$ cat config.mk
export PLATFORM = sky130hd
export DESIGN_NAME = debug_halt_unit
export DESIGN_NICKNAME = d
export VERILOG_FILES = /design/src/rtl/debug_halt_unit.sv
export SDC_FILE = /design/constraint.sdc
export NUM_CORES = 1
export LEC_CHECK = 0
export CAP_MARGIN = 10
export CORE_AREA = 2 2 104 106
export DETAILED_ROUTE_END_ITERATION = 6
export DIE_AREA = 0 0 106 108
export PLACE_DENSITY = 0.83
export SLEW_MARGIN = 30
export SYNTH_ARGS = -nofsm -noshare
export SYNTH_HDL_FRONTEND = slang
export SYNTH_SLANG_ARGS = --single-unit
$ cat constraint.sdc
create_clock -name clk -period 6.8 [get_ports clk]
set_input_delay 1.36 -clock clk [delete_from_list [all_inputs] [get_ports clk]]
set_output_delay 1.36 -clock clk [all_outputs]
set_load 0.005 [all_outputs]
$ cat src/rtl/debug_halt_unit.sv
// debug_halt_unit: halts the CPU on a PC breakpoint or cycle timeout, then streams
// the register file out over a valid/ready dump port.
module debug_halt_unit #(
    parameter  int NUM_BP  = 4,
    parameter  int PC_W    = 32,
    parameter  int DATA_W  = 32,
    parameter  int REG_CNT = 32,
    parameter  int TMO_W   = 16,
    localparam int SEL_W   = $clog2(REG_CNT),
    localparam int BID_W   = (NUM_BP > 1) ? $clog2(NUM_BP) : 1
) (
    input  logic                   clk,
    input  logic                   rstn,
    input  logic                   start,
    input  logic [PC_W-1:0]        pc,
    input  logic                   pc_valid,
    input  logic [NUM_BP*PC_W-1:0] bp_addr,
    input  logic [NUM_BP-1:0]      bp_en,
    input  logic [TMO_W-1:0]       tmo_lim,
    output logic                   halt,
    output logic [1:0]             halt_cause,
    output logic [BID_W-1:0]       bp_id,
    output logic [SEL_W-1:0]       reg_sel,
    input  logic [DATA_W-1:0]      reg_data,
    output logic                   dump_valid,
    input  logic                   dump_ready,
    output logic [SEL_W-1:0]       dump_idx,
    output logic [DATA_W-1:0]      dump_data,
    output logic                   done
);
    typedef enum logic [1:0] {IDLE, RUN, DUMP, DONE} state_t;

    state_t           state, state_nxt;
    logic [TMO_W-1:0] cnt;
    logic [1:0]       cause;
    logic [BID_W-1:0] id, hit_id;
    logic [SEL_W-1:0] idx;
    logic             hit, tmo, arm, beat, last;

    // descending scan so the lowest matching channel is the one left standing
    always_comb begin
        hit    = 1'b0;
        hit_id = '0;
        for (int i = NUM_BP - 1; i >= 0; i--)
            if (pc_valid && bp_en[i] && pc == bp_addr[i*PC_W +: PC_W]) begin
                hit    = 1'b1;
                hit_id = BID_W'(i);
            end
    end

    assign tmo  = state == RUN && tmo_lim != '0 && cnt == tmo_lim - TMO_W'(1);
    assign arm  = start && (state == IDLE || state == DONE);
    assign beat = state == DUMP && dump_ready;
    assign last = beat && idx == SEL_W'(REG_CNT - 1);

    always_ff @(posedge clk or negedge rstn)
        if (!rstn) state <= IDLE;
        else       state <= state_nxt;

    always_comb begin
        state_nxt = state;
        case (state)
            IDLE, DONE: state_nxt = start ? RUN : state;
            RUN:        state_nxt = (hit || tmo) ? DUMP : RUN;
            DUMP:       state_nxt = last ? DONE : DUMP;
            default:    state_nxt = IDLE;
        endcase
    end

    always_ff @(posedge clk or negedge rstn)
        if (!rstn) begin
            cnt   <= '0;
            cause <= '0;
            id    <= '0;
            idx   <= '0;
        end else if (arm) begin
            cnt   <= '0;
            cause <= '0;
            id    <= '0;
            idx   <= '0;
        end else if (state == RUN) begin
            cnt <= (&cnt) ? cnt : cnt + TMO_W'(1);
            if (hit || (state == RUN && tmo)) begin
                cause <= {tmo, state == RUN && hit};
                id    <= hit_id;
            end
        end else if (beat) begin
            idx <= last ? '0 : idx + SEL_W'(1);
        end

    assign halt       = state == DUMP || state == DONE;
    assign done       = state == DONE;
    assign dump_valid = state == DUMP;
    assign halt_cause = cause;
    assign bp_id      = id;
    assign dump_idx   = idx;
    assign reg_sel    = dump_valid ? idx : '0;
    assign dump_data  = (dump_valid && idx != '0) ? reg_data : '0;
endmodule

# == Word-level counts from Yosys, hierarchy flattened ==
# Cells that the tools add are included.
# word_totals
reg_bits,27
elab_cells,78
# classes
eq_ne,12
addsub,3
reduce_logical,31
n_mux,27
# ops
cell,count
32-bit equality test,4
16-bit two-way mux,3
32-bit two-way mux,1
5-bit two-way mux,5
2-bit two-way mux,12
"16-bit by 1-bit adder with 16-bit output, second input constant",1
16-bit equality test,1
1-bit logical AND,16
16-bit AND reduction,1
16-bit nonzero test,1
"16-bit by 1-bit subtractor with 16-bit output, second input constant",1
"2-bit inequality test, second input constant",3
2-bit one-hot mux with 3 select lines,1
2-bit AND reduction,3
2-bit nonzero test,3
"5-bit by 1-bit adder with 5-bit output, second input constant",1
"5-bit equality test, second input constant",1
1-bit two-way mux,5
5-bit nonzero test,1
"2-bit equality test, second input constant",2
1-bit logical OR,4
"2-bit by 1-bit equality test with 1-bit output, second input constant",1
2-bit logical NOT,1
2-bit OR reduction,1

# == Logic depth before layout (Yosys ltp) ==
# Gate-level depths: netlist of run 1.
# depth
depth_word,10
mapped_depth,10
mapped_depth_nobuf,10

# == Least setup slack after synthesis of run 1 ==
# No wires, ideal clock.
# synth_path
path_kind,input to register
from,input tmo_lim[0]
to,"register id[0], in the netlist bp_id[0]"
arrival_time_ns,3.500
setup_slack_ns,3.222
t_required_ns,6.722
cell_stages,10
setup_time_ns,0.078
cell_sequence,inv_1 -> ha_1 -> nor2b_1 -> nand2_1 -> or3_2 -> xnor2_1 -> nor4_2 -> a41oi_2 -> or3_1 -> a21oi_1
# synth_via
elab_chain_len,7
# synth_rtl
item,line_no,source
from (decl),19,"input logic [TMO_W-1:0] tmo_lim,"
16-bit by 1-bit subtractor with 16-bit output or 16-bit nonzero test (tied branches),51,assign tmo = state == RUN && tmo_lim != '0 && cnt == tmo_lim - TMO_W'(1);
16-bit equality test or 1-bit logical AND (tied branches),51,
1-bit logical AND (*),51,
1-bit logical AND (*),83,if (hit || (state == RUN && tmo)) begin
1-bit logical OR (*),83,
2-bit nonzero test (no source line) (*),--,
2-bit AND reduction (no source line) (*),--,
to (signal assigned),85,id <= hit_id;
to (decl),36,"logic [BID_W-1:0] id, hit_id;"
# Mark *: on every way between the ends. The rest lies on a longest branch, timed or not.
# A chain may end at the register's enable or synchronous reset.

# == Final worst setup path of run 1 ==
# Ends and elaborated chain as after synthesis.

==> implementation parameters, run 1 <==
Parameter                              Value

Worst setup path
  Largest incremental delay on the critical path ... 550 ps
  Worst R2R Path Depth ... 8
  Buffering stage count on the worst path with inverters included ... 2
  Cell at the slowest stage of the critical path ... sky130_fd_sc_hd__clkdlybuf4s50_1
  CP cell instances ... clkdlybuf4s50_1 -> inv_1 -> ha_1 -> nor2b_1 -> nand2_1 -> or3_2 -> xnor2_1 -> nor4_2 -> a41oi_2 -> or3_1 -> a21oi_1
  Register-to-register path setup slack ... 4050 ps
  Critical path start-end classification ... input port to register
  Worst Path Max Fanout ... 7
  R2r endpoint ... bp_id[0]
  CP top delay family ... simple AND/OR/NAND/NOR gates
  Signal arrival time at the worst endpoint ... 4520 ps
  Crit end category ... register
  Crit Reg-Reg Startpoint ... cnt[9]
  WP data required ... 6990 ps
  Stages on the worst setup path ... 11
  Sort of element at the start of the critical path ... input port

Placed design
  Detailed placer's ending HPWL ... 13500 um
  Pre-CTS setup slack ... 2210 ps
  Buffers on Ports ... 265
  Placed cell area ... 0.00652 mm2
  Routability congestion estimate ... 0.997

STA
  Slew margin rel. ... 44.0%
  Setup TNS ... 0 ps
  Slew of the pin with the lowest slew margin ... 840 ps
  Fin crit period ... 4330 ps
  Post-route clock period utilization ... 63.6%
  Setup slack of the critical path after layout ... 2470 ps
  Final Skew ... 2.13 ps
  Final number of max-transition violations ... 0
  Highest attainable clock frequency ... 0.231 GHz
  RSZ-0062 raised after global routing ... false
  Fin. Hold Viols ... 0
  Final-report setup violation count ... 0

Power and ir drop
  Net switching fraction of the power ... 38.6%
  Sw Pwr ... 0.000312 W
  Static Leakage ... 2.51 nW
  Sequential share of power ... 26.0%
  Relative contribution of combinational cells to total power ... 62.8%
  Pwr dens ... 123 mW/mm2
  Worst-case vdd ir drop ... 0.0000848 V
  Share of total power in the clock network ... 11.2%
  Power Internal ... 0.000497 W

Cells and area
  Antenna cells ... 0
  Final nets ... 944
  Most frequent standard cell in the layout excluding fill and tap cells ... sky130_fd_sc_hd__clkdlybuf4s50_1
  Most used cells in the layout excluding fill and tap cells ... sky130_fd_sc_hd__clkdlybuf4s50_1, sky130_fd_sc_hd__xor2_1, sky130_fd_sc_hd__xnor2_1, sky130_fd_sc_hd__and2_1, sky130_fd_sc_hd__dfrtp_1
  Layout overhead on the synthesized area ... 76.2%
  Finished layout cell area ... 0.00656 mm2
  Layout cell share with drive strength beyond 1 ... 2.23%

Synthesis
  Mapped Avg Cell Area ... 8.17 um2
  Largest family of logic cells by synthesized area ... XOR/XNOR gates
  Share of synthesized registers carrying an async set or reset ... 100%
  Number of instances in the synthesized netlist ... 456
  Synth Area in Compound Gates ... 8.06%
  Arithmetic-cell share of the synthesized area counting full adders, half adders and majority gates ... 3.36%
  Synthesized cell area ... 0.00372 mm2
  Cell variety after synth ... 50
  Proportion of synthesized chip area in sequential cells ... 18.1%
  Cell types with the largest area share after synthesis ... sky130_fd_sc_hd__xor2_1, sky130_fd_sc_hd__dfrtp_1, sky130_fd_sc_hd__xnor2_1
  Synthesized net count ... 683
  Post-synthesis simple-gate area fraction ... 30.2%
  Number of register bits inferred by synthesis ... 27
  Share of the synthesized area in the top cell type ... 24.7%
  Number of enable-type register cells in the synthesized netlist ... 0
  Cell taking the most area after synthesis ... sky130_fd_sc_hd__xor2_1
  Yosys Warn Count ... 0
  Proportion of synthesized area in mux cells ... 1.08%
  Most used DFF post-synth ... sky130_fd_sc_hd__dfrtp_1
  Xor/xnor share of the synthesized area ... 36.9%

Min path
  Sink of the worst hold path ... halt_cause[0]
  Path class of the lowest-slack min-delay path ... register to register
  Depth of the worst hold-timing path ... 2
  Start point of the worst hold path ... halt_cause[0]

Global route
  First-pass GRT wire length ... 23000 um
  Via count of the first global-routing pass ... 4473
  Initial antenna violation count ... 0
  Pin count of the biggest net entering global routing ... 33
  Tot GR Track Use ... 25.7%
  Overall overflow remaining after global route ... 0

Clocking
  Sinks on Clock Net ... 27
  Number of cells upsized or downsized after cts ... 0
  Clock latency reported for the late side of the worst-skew pair ... 270 ps
  Clock tree from TritonCTS ... yes
  CTS Buf Count ... 3
  Library cell used as clock root buffer ... sky130_fd_sc_hd__clkbuf_8
  Clk pin slew, worst setup/hold paths ... 90 ps
  Hold bufs inserted after CTS ... 0
  H-tree Lvls ... 1
  Post-CTS Setup Inserts ... 0
  Maximum number of buffers from clock root to sink ... 2

Run
  Number of violations of the max-capacitance limit ... 0

Route
  DRC violation count after routing ... 0
  Number of iterations in the first detailed-routing pass ... 4
  Average vias per placed instance ... 5.08
  Routed wire length per instance ... 18.2 um
  Number of DRC markers after the initial detailed-route iteration ... 227
  Total Routed Length ... 15500 um
  Count of nets left with antenna violations after detail routing ... 0
  Overall via count from detail_route ... 4327

Die
  Vertical die dimension ... 108 um
  Cell Rows ... 37
  Placeable Area ... 0.0102 mm2
  Initial core utilization ... 36.4%
  Horizontal die dimension ... 106 um
  DIE AREA ... 0.0114 mm2
  Top-Level Pins ... 266

Outcome
  Outcome ... finished clean
## layout make-up
type | instances | area [um2]
fillers | 880 | 3670
multi-input cells | 407 | 2960
repair buffers | 266 | 2660
flip-flops and latches | 27 | 676
well taps | 136 | 170
inverters | 12 | 45.0
clock buffers | 3 | 41.3
clock inverters | 1 | 5.00
## per-stage QoR
stage               util (%)  hold slack, ps  cells  total power, W
floorplan                  -             518    456        0.000444
global placement        63.7             517    848        0.000702
detailed placement      63.7             535    848        0.000718
CTS                     64.1             551    852        0.000809
global route            64.1             575    852        0.000861
finish                  64.1             543    852        0.000809
## state kept, by name (all words and copies together), names as in the netlist
| name | cells |
|---|---|
| bp_id | 2 |
| cnt | 16 |
| dump_idx | 5 |
| halt_cause | 2 |
| state | 2 |
## worst max-delay path by stage
stage | start | endpoint | slack (ps)
5_1_grt | tmo_lim[0] | bp_id[0] | 2320
3_3_place_gp | tmo_lim[0] | bp_id[0] | 2350
4_1_cts | tmo_lim[0] | bp_id[0] | 2490
3_5_place_dp | tmo_lim[0] | bp_id[0] | 2210
6_report | tmo_lim[0] | bp_id[0] | 2470
2_1_floorplan | tmo_lim[0] | bp_id[0] | 3220
## cells in the mapped netlist (all sizes together) (2+ instances only)
cell type and instances:
nor3 11, nand2 24, nor2 26, nand4b 4, o211ai 2, nor4 27
and4 2, and2 38, a21oi 11, nand3 14, nor2b 3, nand4bb 2
a211oi 4, clkbuf 9, nand4 21, and3 5, ha 10, a31oi 3
xnor2 52, mux2i 4, o21ai 14, nand2b 2, or3 7, dfrtp 27
xor2 105, inv 12
## cell families after synthesis
kind of cell	count (synthesis)
muxes	4
DFF	27
AOI/OAI and AO/OA	46
xor gates and xnor gates	157
buffers and inverters	22
adders and majority gates	10
and+or+nand+nor	190
## power groups by stage
stage | clock (W) | sequential, W | combinational, W
after floorplan | 0 | 0.000202 | 0.000242
after global routing | 0.0000971 | 0.000214 | 0.000550
after global placement | 0 | 0.000212 | 0.000490
final | 0.0000905 | 0.000211 | 0.000508
after CTS | 0.0000911 | 0.000210 | 0.000507
after detailed placement | 0 | 0.000214 | 0.000504
## metal layers
layer,track usage (%),up-vias,part of all wire (%)
met3,4.34,30,6.8
met2,46.5,173,51
li1,-,2114,-
met5,0,-,0
met1,31.5,2010,40
met4,7.24,0,2.3
## tightest hold or removal path, cell delays in order (launching register included)
cell and delay, ps:
sky130_fd_sc_hd__dfrtp_1 400, sky130_fd_sc_hd__nand2_1 60, sky130_fd_sc_hd__a21oi_1 50
Note: power is estimated with default switching activity, not from simulation.
==> inputs of run 2 (changes only) <==
--- a/config.mk
+++ b/config.mk
@@ -6,9 +6,9 @@
 export NUM_CORES = 1
 export LEC_CHECK = 0
 export CAP_MARGIN = 10
-export CORE_AREA = 2 2 104 106
+export CORE_MARGIN = 1.5
+export CORE_UTILIZATION = 36
 export DETAILED_ROUTE_END_ITERATION = 6
-export DIE_AREA = 0 0 106 108
 export PLACE_DENSITY = 0.83
 export SLEW_MARGIN = 30
 export SYNTH_ARGS = -nofsm -noshare
==> constraint.sdc (replaced) <==
create_clock -name clk -period 4.4 [get_ports clk]
set_input_delay 0.88 -clock clk [delete_from_list [all_inputs] [get_ports clk]]
set_output_delay 0.88 -clock clk [all_outputs]
set_load 0.005 [all_outputs]
==> implementation parameters, run 2 (synthesis gave the netlist of run 1 again) <==
Parameter                              Value

Route
  Count of nets left with antenna violations after detail routing ... 0 (unchanged)
  Overall via count from detail_route ... 4304 (-0.53%)
  Average vias per placed instance ... 5.07 (-0.18%)
  Number of iterations in the first detailed-routing pass ... 4 (unchanged)
  Number of DRC markers after the initial detailed-route iteration ... 195 (-14%)
  DRC violation count after routing ... 0 (unchanged)
  Routed wire length per instance ... 18.5 um (+1.5%)
  Total Routed Length ... 15700 um (+1.1%)

Worst setup path
  Largest incremental delay on the critical path ... 530 ps (-20 ps)
  Sort of element at the start of the critical path ... input port
  Worst Path Max Fanout ... 7 (unchanged)
  Crit end category ... register
  Cell at the slowest stage of the critical path ... sky130_fd_sc_hd__clkdlybuf4s50_1
  CP top delay family ... simple AND/OR/NAND/NOR gates
  Buffering stage count on the worst path with inverters included ... 2 (unchanged)
  WP data required ... 4600 ps (-2390 ps)
  CP cell instances ... clkdlybuf4s50_1 -> inv_1 -> ha_1 -> nor2b_1 -> nand2_1 -> or3_2 -> xnor2_1 -> nor4_2 -> a41oi_2 -> or3_1 -> a21oi_1
  Critical path start-end classification ... input port to register
  Signal arrival time at the worst endpoint ... 3900 ps (-620 ps)

Clocking
  Clock latency reported for the late side of the worst-skew pair ... 280 ps (about the same)
  Library cell used as clock root buffer ... sky130_fd_sc_hd__clkbuf_8
  Hold bufs inserted after CTS ... 0 (unchanged)
  H-tree Lvls ... 1 (unchanged)
  Maximum number of buffers from clock root to sink ... 2 (unchanged)
  Number of cells upsized or downsized after cts ... 0 (unchanged)
  Sinks on Clock Net ... 27 (unchanged)
  Clk pin slew, worst setup/hold paths ... 100 ps (about the same)
  CTS Buf Count ... 3 (unchanged)
  Post-CTS Setup Inserts ... 0 (unchanged)
  Clock tree from TritonCTS ... yes

Cells and area
  Number of flip-flops under the largest register name ... 16 (unchanged)
  Most frequent standard cell in the layout excluding fill and tap cells ... sky130_fd_sc_hd__clkdlybuf4s50_1
  Combined area of the multi-input logic cells ... 0.00296 mm2 (unchanged)
  Layout cell share with drive strength beyond 1 ... 2.23% (unchanged)
  Most used cells in the layout excluding fill and tap cells ... sky130_fd_sc_hd__clkdlybuf4s50_1, sky130_fd_sc_hd__xor2_1, sky130_fd_sc_hd__xnor2_1, sky130_fd_sc_hd__and2_1, sky130_fd_sc_hd__dfrtp_1
  Antenna cells ... 0 (unchanged)
  Layout overhead on the synthesized area ... 76.2% (about the same)
  Filler cells ... 856 (-2.7%)
  Final nets ... 944 (unchanged)
  Biggest register ... cnt
  Register Area ... 676 um2 (unchanged)

Power and ir drop
  Worst-case vdd ir drop ... 0.000140 V (+65%)
  Pwr dens ... 191 mW/mm2 (+55%)
  Static Leakage ... 2.50 nW (-0.15%)
  Pwr Total ... 0.00125 W (+55%)

STA
  Slew margin rel. ... 45.3% (+1.3 points)
  Highest attainable clock frequency ... 0.270 GHz
  Fin. Hold Viols ... 0 (unchanged)
  Post-route clock period utilization ... 84.2%
  Slew of the pin with the lowest slew margin ... 820 ps (-19.6 ps)
  RSZ-0062 raised after global routing ... false
  Final Skew ... 9.61 ps (+7.48 ps)
  Final-report setup violation count ... 0 (unchanged)
  Fin crit period ... 3710 ps
  Final number of max-transition violations ... 0 (unchanged)
  Setup TNS ... 0 ps (unchanged)

Die
  Initial core utilization ... 37.6% (+1.2 points)
  Top-Level Pins ... 266 (unchanged)
  Vertical die dimension ... 105 um (-3.1%)
  Placeable Area ... 0.00991 mm2 (-3.1%)
  Horizontal die dimension ... 105 um (-1.2%)
  DIE AREA ... 0.0110 mm2 (-4.2%)
  Cell Rows ... 36 (-2.7%)

Placed design
  Buffers on Ports ... 265 (unchanged)
  Routability congestion estimate ... 1.02 (+2.1%)
  Detailed placer's ending HPWL ... 13800 um (+1.7%)

Global route
  Pin count of the biggest net entering global routing ... 33 (unchanged)
  Via count of the first global-routing pass ... 4440 (-0.74%)
  First-pass GRT wire length ... 24000 um (+4.3%)
  Tot GR Track Use ... 28.0% (+2.3 points)
  Overall overflow remaining after global route ... 0 (unchanged)
  Initial antenna violation count ... 0 (unchanged)

Min path
  Path class of the lowest-slack min-delay path ... register to register

Run
  Number of violations of the max-capacitance limit ... 0 (unchanged)

Outcome
  Outcome ... finished clean
## run 2: cell count changes in the layout (fill, tap and decap cells not counted)
cell,delta
sky130_fd_sc_hd__clkinvlp_4,+1
sky130_fd_sc_hd__clkinv_2,-1
## run 2: path summary, 6_finish.rpt
check	from	slack, ps	end	depth (start not counted)
worst min register to register	halt_cause[0]	540	halt_cause[0]	2
worst max-delay path	tmo_lim[0]	690	bp_id[0]	11
worst min-delay path	halt_cause[0]	540	halt_cause[0]	2
max in group asynchronous	rstn	3150	cnt[7]	2
min in group asynchronous	rstn	970	cnt[4]	2
worst max register to register	cnt[9]	1730	bp_id[0]	8
## run 2: where the power goes
| group | total [W] | internal, W | switching (W) |
|---|---|---|---|
| Clock | 0.000147 | 0.0000643 | 0.0000831 |
| Combinational | 0.000778 | 0.000424 | 0.000354 |
| Sequential | 0.000326 | 0.000279 | 0.0000470 |
| Total | 0.00125 | 0.000767 | 0.000484 |
## run 2: layout make-up
cell class                 instances  share of cell area (%)
timing repair buffer             266                    40.5
tap                              133                    2.54
multi-input combinational        407                    45.2
clock inverter                     1                   0.114
clock buffer                       3                   0.629
inverter                          12                   0.687
sequential                        27                    10.3
## run 2: metrics by stage
stage               hold WS (ps)  util [%]  instance area, um2  std cells  setup WS [ps]
global route                 568      66.2                6560        849            530
global placement             530      65.7                6510        845            487
CTS                          545      66.2                6560        849            677
floorplan                    518         -                3720        456           1300
finish                       540      66.2                6560        849            693
detailed placement           531      65.7                6510        845            389
## run 2: routing by layer
layer  GRT usage, %  vias up  share of wire, %
li1               -     2108                 -
met1           35.8     2033                43
met2           48.8      139                50
met3           4.62       24               4.8
met4           7.14        0               2.2
met5              0        -                 0
## run 2: worst register-to-register path, stage by stage (launching register included)
cell and delay [ps]:
sky130_fd_sc_hd__dfrtp_1 440, sky130_fd_sc_hd__xnor2_1 260, sky130_fd_sc_hd__a2bb2o_1 300, sky130_fd_sc_hd__a2111oi_0 390, sky130_fd_sc_hd__nand4b_1 180, sky130_fd_sc_hd__nor4_2 240, sky130_fd_sc_hd__a41oi_2 230, sky130_fd_sc_hd__or3_1 390
sky130_fd_sc_hd__a21oi_1 160
==> inputs of run 3 (changes only) <==
--- a/config.mk
+++ b/config.mk
@@ -7,9 +7,9 @@
 export LEC_CHECK = 0
 export CAP_MARGIN = 10
 export CORE_MARGIN = 1.5
-export CORE_UTILIZATION = 36
+export CORE_UTILIZATION = 32
 export DETAILED_ROUTE_END_ITERATION = 6
-export PLACE_DENSITY = 0.83
+export PLACE_DENSITY = 0.78
 export SLEW_MARGIN = 30
 export SYNTH_ARGS = -nofsm -noshare
 export SYNTH_HDL_FRONTEND = slang
==> constraint.sdc (replaced) <==
create_clock -name clk -period 3.1 [get_ports clk]
set_input_delay 0.62 -clock clk [delete_from_list [all_inputs] [get_ports clk]]
set_output_delay 0.62 -clock clk [all_outputs]
set_load 0.005 [all_outputs]
==> implementation parameters, run 3 (synthesis gave the netlist of run 1 again) <==
Parameter                              Value

Outcome
  Outcome ... finished clean

Worst setup path
  Cell at the slowest stage of the critical path ... sky130_fd_sc_hd__clkdlybuf4s50_1
  Largest incremental delay on the critical path ... 630 ps (+100 ps)
  Signal arrival time at the worst endpoint ... 3110 ps (-790 ps)
  CP top delay family ... simple AND/OR/NAND/NOR gates
  Worst Path Max Fanout ... 4 (-3)
  WP data required ... 3290 ps (-1310 ps)
  Buffering stage count on the worst path with inverters included ... 1 (-1)
  Critical path start-end classification ... input port to register
  Crit Reg-Reg Startpoint ... cnt[7]
  Sort of element at the start of the critical path ... input port
  Crit end category ... register
  CP cell instances ... clkdlybuf4s50_1 -> xor2_1 -> nor4_1 -> nand4_1 -> or4_1 -> nand4bb_1 -> a41oi_2 -> or3_1 -> a21oi_1
  Crit. Startpoint ... pc[31]

Die
  Vertical die dimension ... 111 um (+5.9%)
  Horizontal die dimension ... 111 um (+5.9%)
  Top-Level Pins ... 266 (unchanged)
  Cell Rows ... 39 (+8.3%)
  DIE AREA ... 0.0123 mm2 (+12%)
  Initial core utilization ... 32.8% (-4.8 points)
  Placeable Area ... 0.0114 mm2 (+15%)

STA
  Slew of the pin with the lowest slew margin ... 579 ps (-241 ps)
  Highest attainable clock frequency ... 0.343 GHz
  Slew margin rel. ... 61.2% (+16 points)
  Fin crit period ... 2910 ps
  Final number of max-transition violations ... 0 (unchanged)
  Setup TNS ... 0 ps (unchanged)
  Final Skew ... 8.04 ps (-1.58 ps)
  Final-report setup violation count ... 0 (unchanged)
  Fin. Hold Viols ... 0 (unchanged)
  Post-route clock period utilization ... 94.0%
  Worst-case hold slack ... 525 ps (-15.6 ps)

Clocking
  CTS Buf Count ... 3 (unchanged)
  Hold bufs inserted after CTS ... 0 (unchanged)
  Clock tree from TritonCTS ... yes
  Sinks on Clock Net ... 27 (unchanged)
  Maximum number of buffers from clock root to sink ... 2 (unchanged)
  Clock latency reported for the late side of the worst-skew pair ... 260 ps (-20 ps)
  Library cell used as clock root buffer ... sky130_fd_sc_hd__clkbuf_16
  H-tree Lvls ... 1 (unchanged)
  Clk pin slew, worst setup/hold paths ... 70 ps (-30 ps)
  Post-CTS Setup Inserts ... 0 (unchanged)

Cells and area
  Final nets ... 1012 (+7.2%)
  Antenna cells ... 0 (unchanged)
  Layout overhead on the synthesized area ... 92.6%
  Most frequent standard cell in the layout excluding fill and tap cells ... sky130_fd_sc_hd__clkdlybuf4s50_1
  Number of flip-flops under the largest register name ... 16 (unchanged)
  Filler cells ... 971 (+13%)
  Layout cell share with drive strength beyond 1 ... 11.9% (+9.6 points)
  Core occupancy in the finished layout ... 63.1% (-3.1 points)
  Most used cells in the layout excluding fill and tap cells ... sky130_fd_sc_hd__clkdlybuf4s50_1, sky130_fd_sc_hd__xor2_1, sky130_fd_sc_hd__buf_4, sky130_fd_sc_hd__xnor2_1, sky130_fd_sc_hd__and2_1
  Biggest register ... cnt

Route
  Number of iterations in the first detailed-routing pass ... 4 (unchanged)
  Total Routed Length ... 16100 um (+2.7%)
  Count of nets left with antenna violations after detail routing ... 0 (unchanged)
  Overall via count from detail_route ... 4541 (+5.5%)
  DRC violation count after routing ... 0 (unchanged)
  Average vias per placed instance ... 4.90 (-3.4%)
  Routed wire length per instance ... 17.4 um (-6.0%)
  Number of DRC markers after the initial detailed-route iteration ... 180 (-7.7%)

Min path
  Path class of the lowest-slack min-delay path ... register to register
  Start point of the worst hold path ... halt_cause[0]

Global route
  Pin count of the biggest net entering global routing ... 33 (unchanged)
  Overall overflow remaining after global route ... 0 (unchanged)
  Initial antenna violation count ... 0 (unchanged)
  Tot GR Track Use ... 25.5% (-2.5 points)
  First-pass GRT wire length ... 25000 um (+4.1%)
  Via count of the first global-routing pass ... 4722 (+6.4%)

Power and ir drop
  Pwr Total ... 0.00195 W (+56%)
  Worst-case vdd ir drop ... 0.000287 V (+110%)
  Pwr dens ... 272 mW/mm2 (+43%)
  Static Leakage ... 2.86 nW (+14%)

Run
  Number of violations of the max-capacitance limit ... 0 (unchanged)

Placed design
  Detailed placer's ending HPWL ... 14300 um (+3.8%)
  Routability congestion estimate ... 1.05 (+3.1%)
  Buffers on Ports ... 265 (unchanged)
-- run 3: cell count changes in the layout (fill, tap and decap cells not counted), moves of 2 or more --
| cell | previous run | this run |
|---|---|---|
| sky130_fd_sc_hd__buf_4 | 1 | 69 |
| sky130_fd_sc_hd__nor4_1 | 24 | 20 |
| sky130_fd_sc_hd__clkbuf_16 | 0 | 3 |
| sky130_fd_sc_hd__clkbuf_8 | 3 | 0 |
| sky130_fd_sc_hd__nor4_2 | 1 | 4 |
| sky130_fd_sc_hd__inv_1 | 12 | 10 |
| sky130_fd_sc_hd__inv_2 | 0 | 2 |
-- run 3: worst reg2reg max path: stages, from the launching register on --
cell and delay, ps:
sky130_fd_sc_hd__dfrtp_1 520, sky130_fd_sc_hd__and4_1 290, sky130_fd_sc_hd__and3_1 210, sky130_fd_sc_hd__nand4_1 160, sky130_fd_sc_hd__o21a_1 350, sky130_fd_sc_hd__o211ai_1 540, sky130_fd_sc_hd__nor2_1 110, sky130_fd_sc_hd__xnor2_1 160
sky130_fd_sc_hd__nor2_1 50
-- run 3: path summary, 6_finish.rpt --
| kind | endpoint | slack [ps] | cells after the start |
|---|---|---|---|
| worst max-delay path | bp_id[0] | 190 | 9 |
| worst min-delay path | halt_cause[0] | 520 | 2 |
| worst max register to register | cnt[7] | 590 | 8 |
| worst min register to register | halt_cause[0] | 520 | 2 |
| max in group asynchronous | dump_idx[3] | 2100 | 2 |
| min in group asynchronous | cnt[4] | 730 | 2 |
-- run 3: timing repair --
item,4_1_cts,5_1_grt
endpoints found under the hold margin,0,0
resized for setup,0,12
endpoints found under the setup margin,0,3
-- run 3: per-stage QoR --
| step | instance area (um2) | worst slack [ps] | std cells |
|---|---|---|---|
| global placement | 7030 | -227 | 923 |
| finish | 7170 | 185 | 927 |
| floorplan | 3720 | 262 | 456 |
| detailed placement | 7030 | -280 | 923 |
| CTS | 7120 | 9.63 | 927 |
| global route | 7170 | -18.0 | 927 |
-- run 3: report_power, final --
group,switching (W),internal [W]
Sequential,0.0000652,0.000396
Combinational,0.000526,0.000668
Clock,0.000121,0.000175
-- run 3: final cells by class --
type / instances / area [um2] / share of cell area [%]
Inverter: 12 / 45.0 / 0.628
Clock buffer: 3 / 75.1 / 1.05
Timing Repair Buffer: 334 / 3170 / 44.2
Multi-Input combinational cell: 407 / 3020 / 42.1
Sequential cell: 27 / 676 / 9.42
Tap cell: 143 / 179 / 2.50
Clock inverter: 1 / 7.51 / 0.105
-- run 3: metal layers --
metal  global-route usage (%)  vias up  routed length [um]
met5                        0        -                   0
met4                     9.15        0                 568
met3                     4.43       38                 900
met2                     43.2      154                7850
met1                     32.5     2107                6810
li1                         -     2242                   -
